## src/rtl/wbh_pkg.sv

```systemverilog
// wbh_pkg: shared FSM states, address window/decode constants and STATUS bit positions
// for the wbh_host_bridge slice.
package wbh_pkg;
   typedef enum logic [1:0] {ST_IDLE = 2'd0, ST_EXT = 2'd1, ST_RESP = 2'd2} wbh_state_e;
   localparam logic [7:0] WIN_ADR    = 8'h30;
   localparam logic [1:0] LOC_SEL    = 2'b11;
   localparam logic [7:0] OFF_BANK   = 8'h00;
   localparam logic [7:0] OFF_STATUS = 8'h04;
   localparam logic [7:0] OFF_ID     = 8'h08;
   localparam int         STAT_TO    = 0;
   localparam int         STAT_ERR   = 1;
endpackage

```

## src/rtl/wbh_regs.sv

```systemverilog
// wbh_regs: BANK/STATUS/ID local registers with W1C status and read mux.
module wbh_regs
   import wbh_pkg::*;
#(
   parameter logic [31:0] CHIP_ID = 32'h5249_5343
) (
   input  logic        i_clk,
   input  logic        i_rst_n,
   input  logic        i_wr,
   input  logic [7:0]  i_off,
   input  logic [7:0]  i_wdat,
   input  logic        i_sel0,
   input  logic        i_set_to,
   input  logic        i_set_err,
   output logic [7:0]  o_bank,
   output logic [31:0] o_rdata
);
   logic [7:0] r_bank;
   logic [1:0] r_status;
   logic [1:0] w_set;
   logic [1:0] w_clr;
   always_comb begin
      w_set = '0;
      w_set[STAT_TO]  = i_set_to;
      w_set[STAT_ERR] = i_set_err;
   end
   assign w_clr = (i_wr && i_off == OFF_STATUS) ? i_wdat[1:0] : 2'b00;
   // set events are OR'ed after the clear so they win over a same-cycle W1C
   always_ff @(posedge i_clk or negedge i_rst_n) begin
      if (!i_rst_n) begin
         r_bank   <= '0;
         r_status <= '0;
      end else begin
         r_bank   <= (i_wr && i_sel0 && i_off == OFF_BANK) ? i_wdat : r_bank;
         r_status <= w_set | (r_status & ~w_clr);
      end
   end
   assign o_bank  = r_bank;
   assign o_rdata = (i_off == OFF_BANK)   ? {24'd0, r_bank}   :
                    (i_off == OFF_STATUS) ? {30'd0, r_status} :
                    (i_off == OFF_ID)     ? CHIP_ID           : 32'd0;
endmodule

```

## src/rtl/wbh_host_bridge.sv

```systemverilog
// wbh_host_bridge: registers Caravel Wishbone requests and replays them as one banked internal cycle.
// Define WBH_TIMEOUT_EN to add the bounded-wait timeout on the internal slave.
module wbh_host_bridge
   import wbh_pkg::*;
#(
   parameter int          TIMEOUT_CYC = 255,
   parameter logic [31:0] CHIP_ID     = 32'h5249_5343,
   parameter logic [31:0] ERR_DATA    = 32'hDEAD_BEEF
) (
   input  logic        wb_clk_i,
   input  logic        wb_rst_n,
   input  logic        wbs_cyc_i,
   input  logic        wbs_stb_i,
   input  logic        wbs_we_i,
   input  logic [3:0]  wbs_sel_i,
   input  logic [31:0] wbs_adr_i,
   input  logic [31:0] wbs_dat_i,
   output logic        wbs_ack_o,
   output logic [31:0] wbs_dat_o,
   output logic        wbm_cyc_o,
   output logic        wbm_stb_o,
   output logic        wbm_we_o,
   output logic [3:0]  wbm_sel_o,
   output logic [31:0] wbm_adr_o,
   output logic [31:0] wbm_dat_o,
   input  logic [31:0] wbm_dat_i,
   input  logic        wbm_ack_i,
   input  logic        wbm_err_i,
   output logic [7:0]  bank_o
);
   wbh_state_e  r_state;
   logic        r_we;
   logic [3:0]  r_sel;
   logic [23:0] r_adr;
   logic [31:0] r_dat;
   logic [31:0] r_rdata;
   logic        w_req, w_win, w_loc, w_ext, w_ack, w_err, w_to;
   logic [31:0] w_reg_rdata;
   assign w_req = (r_state == ST_IDLE) && wbs_cyc_i && wbs_stb_i;
   assign w_win = wbs_adr_i[31:24] == WIN_ADR;
   assign w_loc = w_win && wbs_adr_i[23:22] == LOC_SEL;
   assign w_ext = r_state == ST_EXT;
   assign w_ack = w_ext && wbm_ack_i;
   assign w_err = w_ext && wbm_err_i;
`ifdef WBH_TIMEOUT_EN
   logic [7:0] r_cnt;
   // r_cnt holds the number of EXT cycles already completed, so this fires on the TIMEOUT_CYC-th one
   assign w_to = w_ext && !wbm_ack_i && !wbm_err_i && (r_cnt + 8'd1 == 8'(TIMEOUT_CYC));
   always_ff @(posedge wb_clk_i or negedge wb_rst_n) begin
      if (!wb_rst_n) r_cnt <= '0;
      else           r_cnt <= w_ext ? r_cnt + 8'd1 : 8'd0;
   end
`else
   logic w_unused;
   assign w_to     = 1'b0;
   assign w_unused = TIMEOUT_CYC == 0;
`endif
   always_ff @(posedge wb_clk_i or negedge wb_rst_n) begin
      if (!wb_rst_n) begin
         r_state <= ST_IDLE;
         r_we    <= 1'b0;
         r_sel   <= '0;
         r_adr   <= '0;
         r_dat   <= '0;
         r_rdata <= '0;
      end else if (w_req) begin
         r_we    <= wbs_we_i;
         r_sel   <= wbs_sel_i;
         r_adr   <= wbs_adr_i[23:0];
         r_dat   <= wbs_dat_i;
         r_state <= (w_win && !w_loc) ? ST_EXT : ST_RESP;
         r_rdata <= (w_loc && !wbs_we_i) ? w_reg_rdata : 32'd0;
      end else if (w_ack || w_err || w_to) begin
         r_state <= ST_RESP;
         r_rdata <= r_we ? 32'd0 : (w_ack && !w_err) ? wbm_dat_i : ERR_DATA;
      end else if (r_state == ST_RESP) begin
         r_state <= ST_IDLE;
      end
   end
   wbh_regs #(.CHIP_ID(CHIP_ID)) u_regs (
      .i_clk    (wb_clk_i),
      .i_rst_n  (wb_rst_n),
      .i_wr     (w_req && w_loc && wbs_we_i),
      .i_off    (wbs_adr_i[7:0]),
      .i_wdat   (wbs_dat_i[7:0]),
      .i_sel0   (wbs_sel_i[0]),
      .i_set_to (w_to),
      .i_set_err(w_err),
      .o_bank   (bank_o),
      .o_rdata  (w_reg_rdata)
   );
   assign wbs_ack_o = r_state == ST_RESP;
   assign wbs_dat_o = wbs_ack_o ? r_rdata : 32'd0;
   assign wbm_cyc_o = w_ext;
   assign wbm_stb_o = w_ext;
   assign wbm_we_o  = w_ext && r_we;
   assign wbm_sel_o = w_ext ? r_sel : 4'd0;
   assign wbm_adr_o = w_ext ? {bank_o, r_adr} : 32'd0;
   assign wbm_dat_o = w_ext ? r_dat : 32'd0;
endmodule

```

## config.mk

```make
export PLATFORM = sky130hd
export DESIGN_NAME = wbh_host_bridge
export DESIGN_NICKNAME = d
export VERILOG_FILES = /design/src/rtl/wbh_pkg.sv /design/src/rtl/wbh_regs.sv /design/src/rtl/wbh_host_bridge.sv
export SDC_FILE = /design/constraint.sdc
export NUM_CORES = 1
export LEC_CHECK = 0
export CAP_MARGIN = 20
export CORE_MARGIN = 3
export CORE_UTILIZATION = 32
export DETAILED_ROUTE_END_ITERATION = 6
export PLACE_DENSITY_LB_ADDON = 0.08
export SLEW_MARGIN = 20
export SYNTH_ARGS = -nofsm -noshare
export SYNTH_HDL_FRONTEND = slang
export SYNTH_HIERARCHICAL = 1
export SYNTH_SLANG_ARGS = --single-unit
```

## constraint.sdc

```tcl
create_clock -name wb_clk_i -period 2.4 [get_ports wb_clk_i]
set_clock_uncertainty 0.1 [all_clocks]
set_input_delay 0.36 -clock wb_clk_i [delete_from_list [all_inputs] [get_ports wb_clk_i]]
set_output_delay 0.36 -clock wb_clk_i [all_outputs]
set_load 0.01 [all_outputs]
```

Word-level counts from Yosys, hierarchy flattened
Index checks and enable logic that the tools add are counted.

Reductions and logical operators: 22. Bitwise logic cells: 3. Multiplexer cells: 17. Eq/ne operators: 6.

Operators by type and width (number): two-way mux 32 bit (10); two-way mux 31 bit (1); logical AND 1 bit (14); two-way mux 2 bit (5); == test 8 x 3 -> 1 bit, second input constant (1); == test 8 x 4 -> 1 bit, second input constant (1); == test 8 x 6 -> 1 bit, second input constant (1); logical NOT 8 bit (1); == test 2 bit, second input constant (2); two-way mux 4 bit (1); logical NOT 1 bit (3); nonzero test 3 bit (1); AND 2 bit (1); == test 2 x 1 -> 1 bit, second input constant (1); logical NOT 2 bit (1); NOT 2 bit (1); OR 2 bit (1); nonzero test 2 bit (1); logical OR 1 bit (1).

Output and inout bits: 112. Register bits after elaboration: 105. Logic and storage cells: 56.

Longest topological paths before layout
Depth in word-level cells: 10. Mapped depth: 6. Gate-level depth less buffers: 6.

Modules after synthesis
Netlist, hierarchy kept.

By module, submodules not included: wbh_host_bridge (instances 1, area an instance 4685.7 um^2, sequential area each 2377.3 um^2, cells each 509); wbh_regs (instances 1, area an instance 757.0 um^2, sequential area each 250.2 um^2, cells each 68).

Worst setup path after synthesis
Ideal clock, no wire load.

Kind: input port to flip-flop. From: in wbs_adr_i[5]. To: reg r_rdata[9]. Library setup time: 0.066 ns. Arrival time: 1.897 ns. Stages on the path: 5. Path slack: 0.337 ns. Buffers on the path: 1. Path through: nor4_4 -> nand2_1 -> nor3b_1 -> buf_4 -> a221o_1.

Word-level cells in the longest chain between the ends: 6. Elaborated cells between the ends (all ways): 8.

RTL lines: from (decl) (line wbh_host_bridge.sv:16) `input logic [31:0] wbs_adr_i,`; == test 8 x 4 -> 1 bit (line wbh_regs.sv:41) `(i_off == OFF_ID) ? CHIP_ID : 32'd0;`; two-way mux 31 bit (line wbh_regs.sv:41); two-way mux 32 bit (line wbh_regs.sv:40) `(i_off == OFF_STATUS) ? {30'd0, r_status} :`; two-way mux 32 bit (*) (line wbh_regs.sv:39) `assign o_rdata = (i_off == OFF_BANK) ? {24'd0, r_bank} :`; named net w_reg_rdata[9] (line wbh_host_bridge.sv:38) `logic [31:0] w_reg_rdata;`; two-way mux 32 bit (*) (line wbh_host_bridge.sv:72) `r_rdata <= (w_loc && !wbs_we_i) ? w_reg_rdata : 32'd0;`; two-way mux 32 bit (*) (line wbh_host_bridge.sv:66) `end else if (w_req) begin`; to (signal assigned) (line wbh_host_bridge.sv:72); to (signal assigned) (line wbh_host_bridge.sv:75) `r_rdata <= r_we ? 32'd0 : (w_ack && !w_err) ? wbm_dat_i : ERR_DATA;`; to (decl) (line wbh_host_bridge.sv:36) `logic [31:0] r_rdata;`.

The timed path passes the listed nets; every way through them passes the cells marked *. A chain may end at the register's enable or synchronous reset.

Worst setup path in the final report
From: reg r_state[1]. To: out wbm_adr_o[26].

Word-level cells in the longest chain between the ends: 2.

RTL lines: from (decl) (line wbh_host_bridge.sv:31) `wbh_state_e r_state;`; from (signal assigned) (line wbh_host_bridge.sv:71) `r_state <= (w_win && !w_loc) ? ST_EXT : ST_RESP;`; == test 2 x 1 -> 1 bit (line wbh_host_bridge.sv:42) `assign w_ext = r_state == ST_EXT;`; two-way mux 32 bit (line wbh_host_bridge.sv:98) `assign wbm_adr_o = w_ext ? {bank_o, r_adr} : 32'd0;`; to (decl) (line wbh_host_bridge.sv:24) `output logic [31:0] wbm_adr_o,`.

No other way between the ends.

==> reports/results.ini <==
[run_status]
status=complete, no violations

[global_routing]
grt_pass1_wl_um=26500
grt_use_total_pct=18.1
grt_overflow=0
grt_pass1_vias=4895
grt_max_degree=64
antenna_found_initial=0

[drt]
top_layer=met4
firstDrtPassIters=4
viasPerCell=4.70
drt-met1-wl_um=7350
drtIter0Drc=206
routed_wl_um=17100
wl_met3_um=1430
routedWlPerCell_um=16.9
drc=0
met2WireLength_um=8080
dr_total_vias=4752
antenna_left=0

[setup_path]
r2r-start=r_state[0]
start_kind=flip-flop
required_ns=1.94
endpoint_kind=output port
crit_fanout=14
r2r_slack_ns=0.41
reg2reg_depth=6
timing.rr.end=r_rdata[8]
criticalPathCategory=reg2out
crit_arrival_ns=1.91

[sta]
drv_slew=0
fin_crit_ns=2.37
hold_viol=0
tightest_slew_ns=0.757
setup_viol=0
slew_headroom_pct=49.6
max_freq_mhz=422
fin_crit_sh_pct=98.8
fin_ws_ns=0.0285

[clocking]
clock_sinks=105
cts.reportedPaths.clkPinSlew_ns=0.07
clk_latency_ns=0.35
cts-root-buf=clkbuf_16
cts_tree=built
cts_made_buffers=9
clk_path_buf_depth=2
htreeDepth=3

[synthesis]
avgSynthCellArea_um2=9.43
synth_common_cells=186 x nand2_1, 105 x dfrtp_1, 102 x and2_1
synthTopCellsByArea=dfrtp_1 48%, nand2_1 13%, and2_1 12%
async_reset_ff_share_pct=100
synth_top_cell_area_share_pct=48.3
yosys.cell_count.top_type=nand2_1
postSynthCellCount=577
synth_warnings=6
yosysSeqAreaShare_pct=48.3
synth_seq_cells=105
synth_edf_count=0
ys.flop_type=dfrtp_1
synth_area_um2=5440
yosys.area.top_type=dfrtp_1
synth_cell_types=36

[final_layout]
fillerInstances=1532
syn2layout_area_growth_pct=52.6
utilization_pct=49.9
fin_nets=894
diodes=0
layout-drive-gt1-share_pct=9.72

[placed_design]
port_buffers=218
hpwl_um=11500
place_congestion=0.748
place_ws_ns=-0.335

[power]
power_density_nw_per_um2=913
peakVddDrop_v=0.000572
p_leak_nw=4.55

[die]
die-area_um2=18600
core_um2=16600
num_io_pins=219
rows=47
fp.dieW_um=136
die_h_um=136
start_util_pct=32.7

[min_path]
hp-class=in2async

[job]
cap_violations=0

cell usage in the layout, fill, tap and decap left out, types with 2 or more instances in the layout:
cell type,Yosys,routed
nor2_1,3,3
clkdlybuf4s50_1,0,143
nor3b_2,0,2
dfrtp_2,0,2
nor3_1,4,4
and3_2,5,5
bufinv_16,0,2
dfrtp_1,105,103
mux2_4,8,8
conb_1,2,15
nand2_1,186,186
nand4_1,3,3
o211a_1,24,24
buf_12,0,6
a21o_1,3,3
and2_1,102,102
a211oi_1,2,2
and3_1,8,8
buf_4,25,25
clkbuf_16,0,11
a221o_1,32,32
nand2b_1,2,2
nor2b_4,0,2
dlygate4sd2_1,0,53
clkinv_2,0,2
dlymetal6s2s_1,0,21
nor4_4,2,2
power by group:
group          switching [mW]  internal (mW)  total (mW)
clock                   0.678          0.943        1.62
sequential              0.354           2.48        2.84
combinational            1.46           1.66        3.12
sequential cells by signal (all words and copies together), names as in the netlist:
register and cells:
r_adr 24, r_we 1, r_rdata 32, u_regs/o_bank 8
r_sel 4, r_dat 32, r_state 2, u_regs/r_status 2
critical path, stage by stage (launching register included):
cell and delay (ns):
dfrtp_2 0.44, nor2b_4 0.14, buf_4 0.14, clkbuf_16 0.16
and2_1 0.14, clkdlybuf4s50_1 0.53
what timing repair did:
action                                  CTS  global route
gates cloned                              1             2
setup buffers                             4             4
endpoints found under the hold margin    12             0
endpoints found under the setup margin  101            48
gates resized for setup                  57            23
hold buffers                              1             0
per-stage QoR:
stage	hold slack, ns	instance area (µm²)	power (mW)	setup TNS (ns)	std cells
final	0.304	8300	7.58	0	1012
after global routing	0.299	8300	8.15	-0.418	1012
after CTS	0.301	8160	7.57	0	1006
after detailed placement	0.129	7820	5.90	-3.60	984
after global placement	0.129	7820	5.82	-1.92	984
after floorplan	-0.0356	5490	4.41	0	590
kinds of logic (layout without fill, tap and decap cells):
kind of cell | after synthesis | after routing | synth area share [%]
AO/OA/AOI/OAI | 64 | 64 | 11.4
AND/OR/NAND/NOR | 331 | 331 | 30.6
multiplexers | 8 | 8 | 2.21
other | 2 | 15 | 0.138
buffers and inverters | 67 | 269 | 7.33
flip-flops | 105 | 105 | 48.3
area by class of cell:
cell class / count / area [µm²] / share of cell area [%]
Clock buffer: 11 / 243 / 2.92
Clock inverter: 5 / 78.8 / 0.949
Multi-Input combinational cell: 418 / 2510 / 30.3
Sequential cell: 105 / 2630 / 31.7
Tap cell: 220 / 275 / 3.31
Timing Repair Buffer: 253 / 2560 / 30.9
worst max-delay path by stage:
stage                       start               end  slack [ns]  depth (start not counted)
finish                 r_state[1]     wbm_adr_o[26]        0.03                          5
CTS                    r_state[0]     wbs_dat_o[23]      0.0004                          5
global placement    wbs_adr_i[28]  u_regs/o_bank[6]       -0.24                          8
detailed placement  wbs_adr_i[28]  u_regs/o_bank[4]       -0.34                          8
global route           r_state[1]     wbm_adr_o[20]       -0.04                          5
floorplan            wbs_adr_i[5]        r_rdata[9]        0.34                          5
metal layers:
layer	track usage, %	up-vias
li1	-	2289
met2	28.8	155
met1	23.5	2293
met4	4.65	0
met3	6.51	15
met5	0	-
No activity file was read; power rests on OpenSTA's default activity.
